## config.mk

```make
export PLATFORM = sky130hd
export DESIGN_NAME = l2_port_arbiter
export DESIGN_NICKNAME = d
export VERILOG_FILES = /design/src/rtl/l2_port_arbiter.sv
export SDC_FILE = /design/constraint.sdc
export NUM_CORES = 1
export LEC_CHECK = 0
export CELL_PAD_IN_SITES_DETAIL_PLACEMENT = 1
export CELL_PAD_IN_SITES_GLOBAL_PLACEMENT = 1
export CORE_AREA = 8 8 297 299
export DETAILED_ROUTE_END_ITERATION = 12
export DIE_AREA = 0 0 305 307
export GPL_TIMING_DRIVEN = 1
export PLACE_DENSITY_LB_ADDON = 0.1
export SLEW_MARGIN = 20
export SYNTH_ARGS = -nofsm -noshare
export SYNTH_HDL_FRONTEND = slang
export SYNTH_SLANG_ARGS = --single-unit
```

## constraint.sdc

```tcl
create_clock -name clk -period 2.6 [get_ports clk]
set_input_delay 0.52 -clock clk [delete_from_list [all_inputs] [get_ports clk]]
set_output_delay 0.52 -clock clk [all_outputs]
set_load 0.03 [all_outputs]
```

## src/rtl/l2_port_arbiter.sv

```systemverilog
// Round-robin arbiter sharing one downstream memory port between the I-cache and
// D-cache miss paths; the granted side's request and response pass straight through.
module l2_port_arbiter #(
    parameter int ADDR_W = 16,
    parameter int DATA_W = 128,
    parameter int MASK_W = DATA_W / 8
) (
    input  logic              clk,
    input  logic              reset,

    input  logic [ADDR_W-1:0] i_address,
    input  logic              i_stb,
    input  logic              i_cyc,
    output logic [DATA_W-1:0] i_rdata,
    output logic              i_resp,
    output logic              i_retry,

    input  logic [ADDR_W-1:0] d_address,
    input  logic [DATA_W-1:0] d_wdata,
    input  logic [MASK_W-1:0] d_byte_enable,
    input  logic              d_write,
    input  logic              d_stb,
    input  logic              d_cyc,
    output logic [DATA_W-1:0] d_rdata,
    output logic              d_resp,
    output logic              d_retry,

    output logic [ADDR_W-1:0] mem_address,
    output logic [DATA_W-1:0] mem_wdata,
    output logic [MASK_W-1:0] mem_byte_enable,
    output logic              mem_write,
    output logic              mem_stb,
    output logic              mem_cyc,
    input  logic [DATA_W-1:0] mem_rdata,
    input  logic              mem_resp,
    input  logic              mem_retry,

    output logic [15:0]       i_grant_count,
    output logic [15:0]       d_grant_count
);

    typedef enum logic [1:0] {
        IDLE    = 2'd0,
        GRANT_I = 2'd1,
        GRANT_D = 2'd2
    } state_e;

    state_e      state_q, state_d;
    logic        last_q, last_d;
    logic [15:0] i_cnt_q, i_cnt_d;
    logic [15:0] d_cnt_q, d_cnt_d;
    logic        i_pend, d_pend;

    function automatic logic [15:0] sat_inc(input logic [15:0] v);
        return (v == 16'hFFFF) ? v : v + 16'd1;
    endfunction

    assign i_pend = i_stb & i_cyc;
    assign d_pend = d_stb & d_cyc;

    always_ff @(posedge clk) begin
        if (reset) begin
            state_q <= IDLE;
            last_q  <= 1'b1;
            i_cnt_q <= 16'd0;
            d_cnt_q <= 16'd0;
        end else begin
            state_q <= state_d;
            last_q  <= last_d;
            i_cnt_q <= i_cnt_d;
            d_cnt_q <= d_cnt_d;
        end
    end

    always_comb begin
        state_d         = state_q;
        last_d          = last_q;
        i_cnt_d         = i_cnt_q;
        d_cnt_d         = d_cnt_q;
        mem_address     = '0;
        mem_wdata       = '0;
        mem_byte_enable = '0;
        mem_write       = 1'b0;
        mem_stb         = 1'b0;
        mem_cyc         = 1'b0;
        i_resp          = 1'b0;
        d_resp          = 1'b0;
        i_retry         = i_pend;
        d_retry         = d_pend;

        case (state_q)
            IDLE: begin
                // On a tie, last_q == 1 means D won last time, so I goes now.
                if (i_pend && (!d_pend || last_q)) begin
                    state_d = GRANT_I;
                    last_d  = 1'b0;
                    i_cnt_d = sat_inc(i_cnt_q);
                end else if (d_pend) begin
                    state_d = GRANT_D;
                    last_d  = 1'b1;
                    d_cnt_d = sat_inc(d_cnt_q);
                end
            end
            GRANT_I: begin
                mem_address = i_address;
                mem_stb     = i_stb;
                mem_cyc     = i_cyc;
                i_resp      = mem_resp;
                i_retry     = mem_retry;
                if (mem_resp || !i_cyc) begin
                    state_d = IDLE;
                end
            end
            GRANT_D: begin
                mem_address     = d_address;
                mem_wdata       = d_wdata;
                mem_byte_enable = d_byte_enable;
                mem_write       = d_write;
                mem_stb         = d_stb;
                mem_cyc         = d_cyc;
                d_resp          = mem_resp;
                d_retry         = mem_retry;
                if (mem_resp || !d_cyc) begin
                    state_d = IDLE;
                end
            end
            default: begin
                state_d = IDLE;
            end
        endcase
    end

    assign i_rdata       = mem_rdata;
    assign d_rdata       = mem_rdata;
    assign i_grant_count = i_cnt_q;
    assign d_grant_count = d_cnt_q;

endmodule

```

* Word level (Yosys, flattened, before mapping)
Index checks and enable logic that the tools add are counted.
Storage, ports and cells: register bits after elaboration 35
Operators by class: add/subtract/negate cells 2, eq/ne operators 7, mux-type cells 17, bitwise gates (word level) 5, reductions and logical operators 13
Operators by type and width (number):
- $mux 128 | 1
- $add 16x1->16 const B | 2
- $eq 16x16->1 const B | 2
- $pmux 16 s2 | 1
- $mux 16 | 1
- $mux 2 | 4
- $mux 1 | 7
- $pmux 2 s3 | 1
- $reduce_and 3->1 | 2
- $ne 2x2->1 const B | 2
- $pmux 1 s2 | 2
- $reduce_and 4->1 | 1
- $logic_not 1->1 | 3
- $logic_or 1x1->1 | 3
- $ne 3x3->1 const B | 1
- $not 1->1 | 3
- $and 1x1->1 | 2
- $eq 2x1->1 const B | 1
- $eq 2x2->1 const B | 1
- $logic_not 2->1 | 1
- $reduce_and 2->1 | 1
- $reduce_bool 2->1 | 1
- $logic_and 1x1->1 | 1

* Longest topological paths before layout
depth after elaboration 6, gate-level depth with buffers 7, gate-level depth less buffers 6

* Least setup slack after synthesis
No wires, ideal clock.
kind flip-flop to flip-flop, from register d_cnt_q[0], in the netlist d_grant_count[0], to register d_cnt_q[14], in the netlist d_grant_count[14], library setup time 0.115 ns, arrival 2.167 ns, required time 2.485 ns, path slack 0.318 ns, cell stages (with the launch flop) 7, cell sequence dfxtp_1 > ha_1 > nand3_1 > or4b_1 > buf_2 > or4b_1 > and3_1
Between the ends: cells in the longest elaborated chain, start to end 3, elaborated cells on any way between the ends 4, those cells by class 1 x add/sub; 1 x eq/ne; 1 x bitwise; 1 x reduce/logical
RTL lines:
- start: declaration | RTL line 51 | logic [15:0] d_cnt_q, d_cnt_d;
- start signal: assignment | RTL line 71 | d_cnt_q <= d_cnt_d;
- parallel branches: the longest is 3 deep, another holds $add 16x1->16
Several ways; the timed one is not identified. A chain may end at the register's enable or synchronous reset.

* Worst setup path after layout
from register state_q[0], to output mem_wdata[97]
Between the ends: cells in the longest elaborated chain, start to end 2
RTL lines:
- start: declaration | RTL line 48 | state_e state_q, state_d;
- start signal: assignment | RTL line 68 | state_q <= state_d;
- $eq 2x2->1 | RTL line 91 | case (state_q)
- $mux 128 | RTL line 91
- end: declaration | RTL line 29 | output logic [DATA_W-1:0] mem_wdata,
Every way passes these cells.

==> flow_metrics.tcl <==
set metrics [dict create \
    outcome "completed" \
    synth-adder-area-share 0.01239 \
    netlist_area_sq_um 5049 \
    tightest_slew_ns 0.5207 \
    crit_family "buffers and inverters" \
    synth_edf_count 0 \
    min_period_ns 2.501 \
    die_h_um 307 \
    finalCritPeriodShare 0.9619 \
    maxCapViolCount 0 \
    regArea_sq_um 700.7 \
    drt_iter0_markers 142 \
    synth_compound_area_frac 0.1108 \
    synthCells 684 \
    grt_max_degree 33 \
    synth-async-reset-ratio 0 \
    pwr-share-comb 0.479 \
    relSlewSlack 0.6518 \
    start_util 0.06071 \
    critPathKind "reg -> out" \
    wl_per_cell_um 20.95 \
    final_common_cell "clkdlybuf4s50_1" \
    cp_num_buf_inv 2 \
    clk_path_buf_depth 2 \
    ys_ff_latch 35 \
    ir_drop_uv 202.4 \
    core_sq_um 83160 \
    grt_pass1_wl_um 52840 \
    worstPathRequired_ns 2.08 \
    synth_nets 1002 \
    synth.avg_cell_area_sq_um 7.381 \
    dp_hpwl_um 35510 \
    pwr-share-clk 0.288 \
    grtUsageTotal 0.08095 \
    leakage_nw 3.424 \
    root_buffer "clkbuf_16" \
    synth_top_family_by_area "buffers and inverters" \
    power_switching_w 0.0008180 \
    dieArea_sq_um 93640 \
    cts_sinks 35 \
    clk-insertion-delay-late_ns 0.29 \
    synth_flop_cell "dfxtp_1" \
    crit_path_max_incr_delay_ns 0.71 \
    route.detailed.drc 0 \
    die_x_um 305 \
    num_rows 106 \
    multi_input_area_sq_um 2312 \
    max_freq_ghz 0.3999 \
    grt_pass1_vias 5611 \
    final-max-slew-violation-count 0 \
    n_fill_cell 9775 \
    synth-simple-area-share 0.3259 \
    hp-class "reg -> reg" \
    antenna_found_initial 14 \
    gr-total-overflow 0 \
    cp_max_fo 16 \
    synth_cell_types 41 \
    fin_area_sq_um 9295 \
    synth_xor_area_frac 0 \
    io_buffers 383 \
    placed_area_sq_um 9131 \
    synth-seq-area-share 0.1388 \
    ant_nets 0 \
    drive_gt1_frac 0.2089 \
    internal_power_w 0.001554 \
    num_vias 5170 \
    power.density_nw_per_um2 255.2 \
    dr.pass1.iters 4 \
    ys_warn_count 0 \
    p_total_w 0.002372 \
    cts_tree "yes" \
    seqPwrFrac 0.233 \
    area_growth_pct 84.11 \
    viasPerCell 2.697 \
    drt_wl_total_um 40160 \
    path_clk_slew_ns 0.06 \
    setup_viol 0 \
    holdBufCountCts 0 \
    hold_viol 0 \
    worstSetupStartpointType "flip-flop" \
    rsz0062_at_grt "yes" \
    ctsHtreeMaxLevel 2 \
    whs_ns 0.5345 \
    path_cells "inv_1, ha_4, and2_1, clkdlybuf4s50_1" \
    final_cell_mix "clkdlybuf4s50_1 (226), and2_1 (146), buf_4 (82)" \
    cp_data_arrival_time_ns 1.98 \
    synthMuxAreaShare 0.004461 \
    netSwitchingFraction 0.3449 \
    gp_congestion 0.7015 \
    cp-end-kind "output port" \
    cts_buffers 5 \
    finalNetCount 1150 \
    cpMaxStageDelayCell "clkdlybuf4s50_1" \
    pin_count 768 \
    fin_skew_ns 0.005323 \
]
## power groups by stage
| stage | clock network [W] | registers, W | logic, W |
|---|---|---|---|
| after floorplan | 0 | 0.000568 | 0.00113 |
| after global placement | 0 | 0.000566 | 0.00119 |
| final | 0.000682 | 0.000553 | 0.00114 |
| after global routing | 0.000743 | 0.000554 | 0.00121 |
| after CTS | 0.000728 | 0.000554 | 0.00117 |
| after detailed placement | 0 | 0.000566 | 0.00118 |
## worst paths after layout
path                                       start  slack [ns]                end  depth (start not counted)
worst min register to register  d_grant_count[3]        0.53   d_grant_count[3]                          2
worst max-delay path                  state_q[0]         0.1      mem_wdata[97]                          4
worst max register to register        state_q[0]        0.17  d_grant_count[10]                          7
worst min-delay path            d_grant_count[3]        0.53   d_grant_count[3]                          2
## through the flow
step | instances | setup slack, ns | util | setup TNS (ns)
floorplan | 684 | 0.3176 | - | 0
global placement | 1904 | -0.1632 | 0.1098 | -0.4360
detailed placement | 1904 | -0.1465 | 0.1098 | -0.4852
CTS | 1912 | 0.0004341 | 0.1112 | 0
global route | 1914 | -0.01517 | 0.1117 | -0.01517
finish | 1917 | 0.09919 | 0.1118 | 0
## cell families after synthesis
group | after synthesis
buf+inv | 292
simple gates | 264
compound gates | 86
flops | 35
fa+ha+maj | 5
mux | 2
## cell type report
class                   instances  share of cell area
repair buffers                427              0.5102
inverters                       6            0.002423
clock buffers                   8             0.01683
multi-input cells             357              0.2488
diodes                          4            0.001077
flip-flops and latches         35             0.07538
well taps                    1080              0.1454
## routing by layer
| layer | GRT usage | part of all wire | vias up |
|---|---|---|---|
| li1 | - | - | 2327 |
| met1 | 0.08296 | 0.37 | 2389 |
| met2 | 0.1392 | 0.48 | 333 |
| met3 | 0.04075 | 0.11 | 105 |
| met4 | 0.03277 | 0.041 | 16 |
| met5 | 0.009298 | 0.0051 | - |
## synth_stat cells, drive strengths merged, types with 3 or more instances
master | number | share of area
ha | 5 | 0.012
a21oi | 26 | 0.026
o21ai | 11 | 0.011
or4 | 18 | 0.028
a22oi | 18 | 0.027
nor4 | 3 | 0.0050
dfxtp | 35 | 0.14
nand4 | 10 | 0.012
o31ai | 17 | 0.025
and2 | 148 | 0.18
buf | 258 | 0.38
clkbuf | 28 | 0.021
nor2 | 9 | 0.0067
nand3b | 3 | 0.0045
and3 | 4 | 0.0050
and4 | 5 | 0.0087
nand2 | 16 | 0.012
inv | 6 | 0.0045
or3 | 8 | 0.0099
nand3 | 14 | 0.015
nor2b | 20 | 0.025
## worst register-to-register path, cell delays in order, from the launching register on
cell	delay (ns)
dfxtp_1	0.34
inv_1	0.12
ha_1	0.32
nand3_1	0.19
or4b_1	0.65
buf_4	0.20
or4_1	0.40
a21oi_1	0.15
## timing repair
action,4_1_cts,5_1_grt
gates resized for setup,42,12
endpoints found under the setup margin,49,13
setup buffers,0,1
## registers in the layout, indices dropped and copies added, names as in the netlist
signal	flops
last_q	1
i_grant_count	16
state_q	2
d_grant_count	16
No activity file was read; power rests on OpenSTA's default activity.
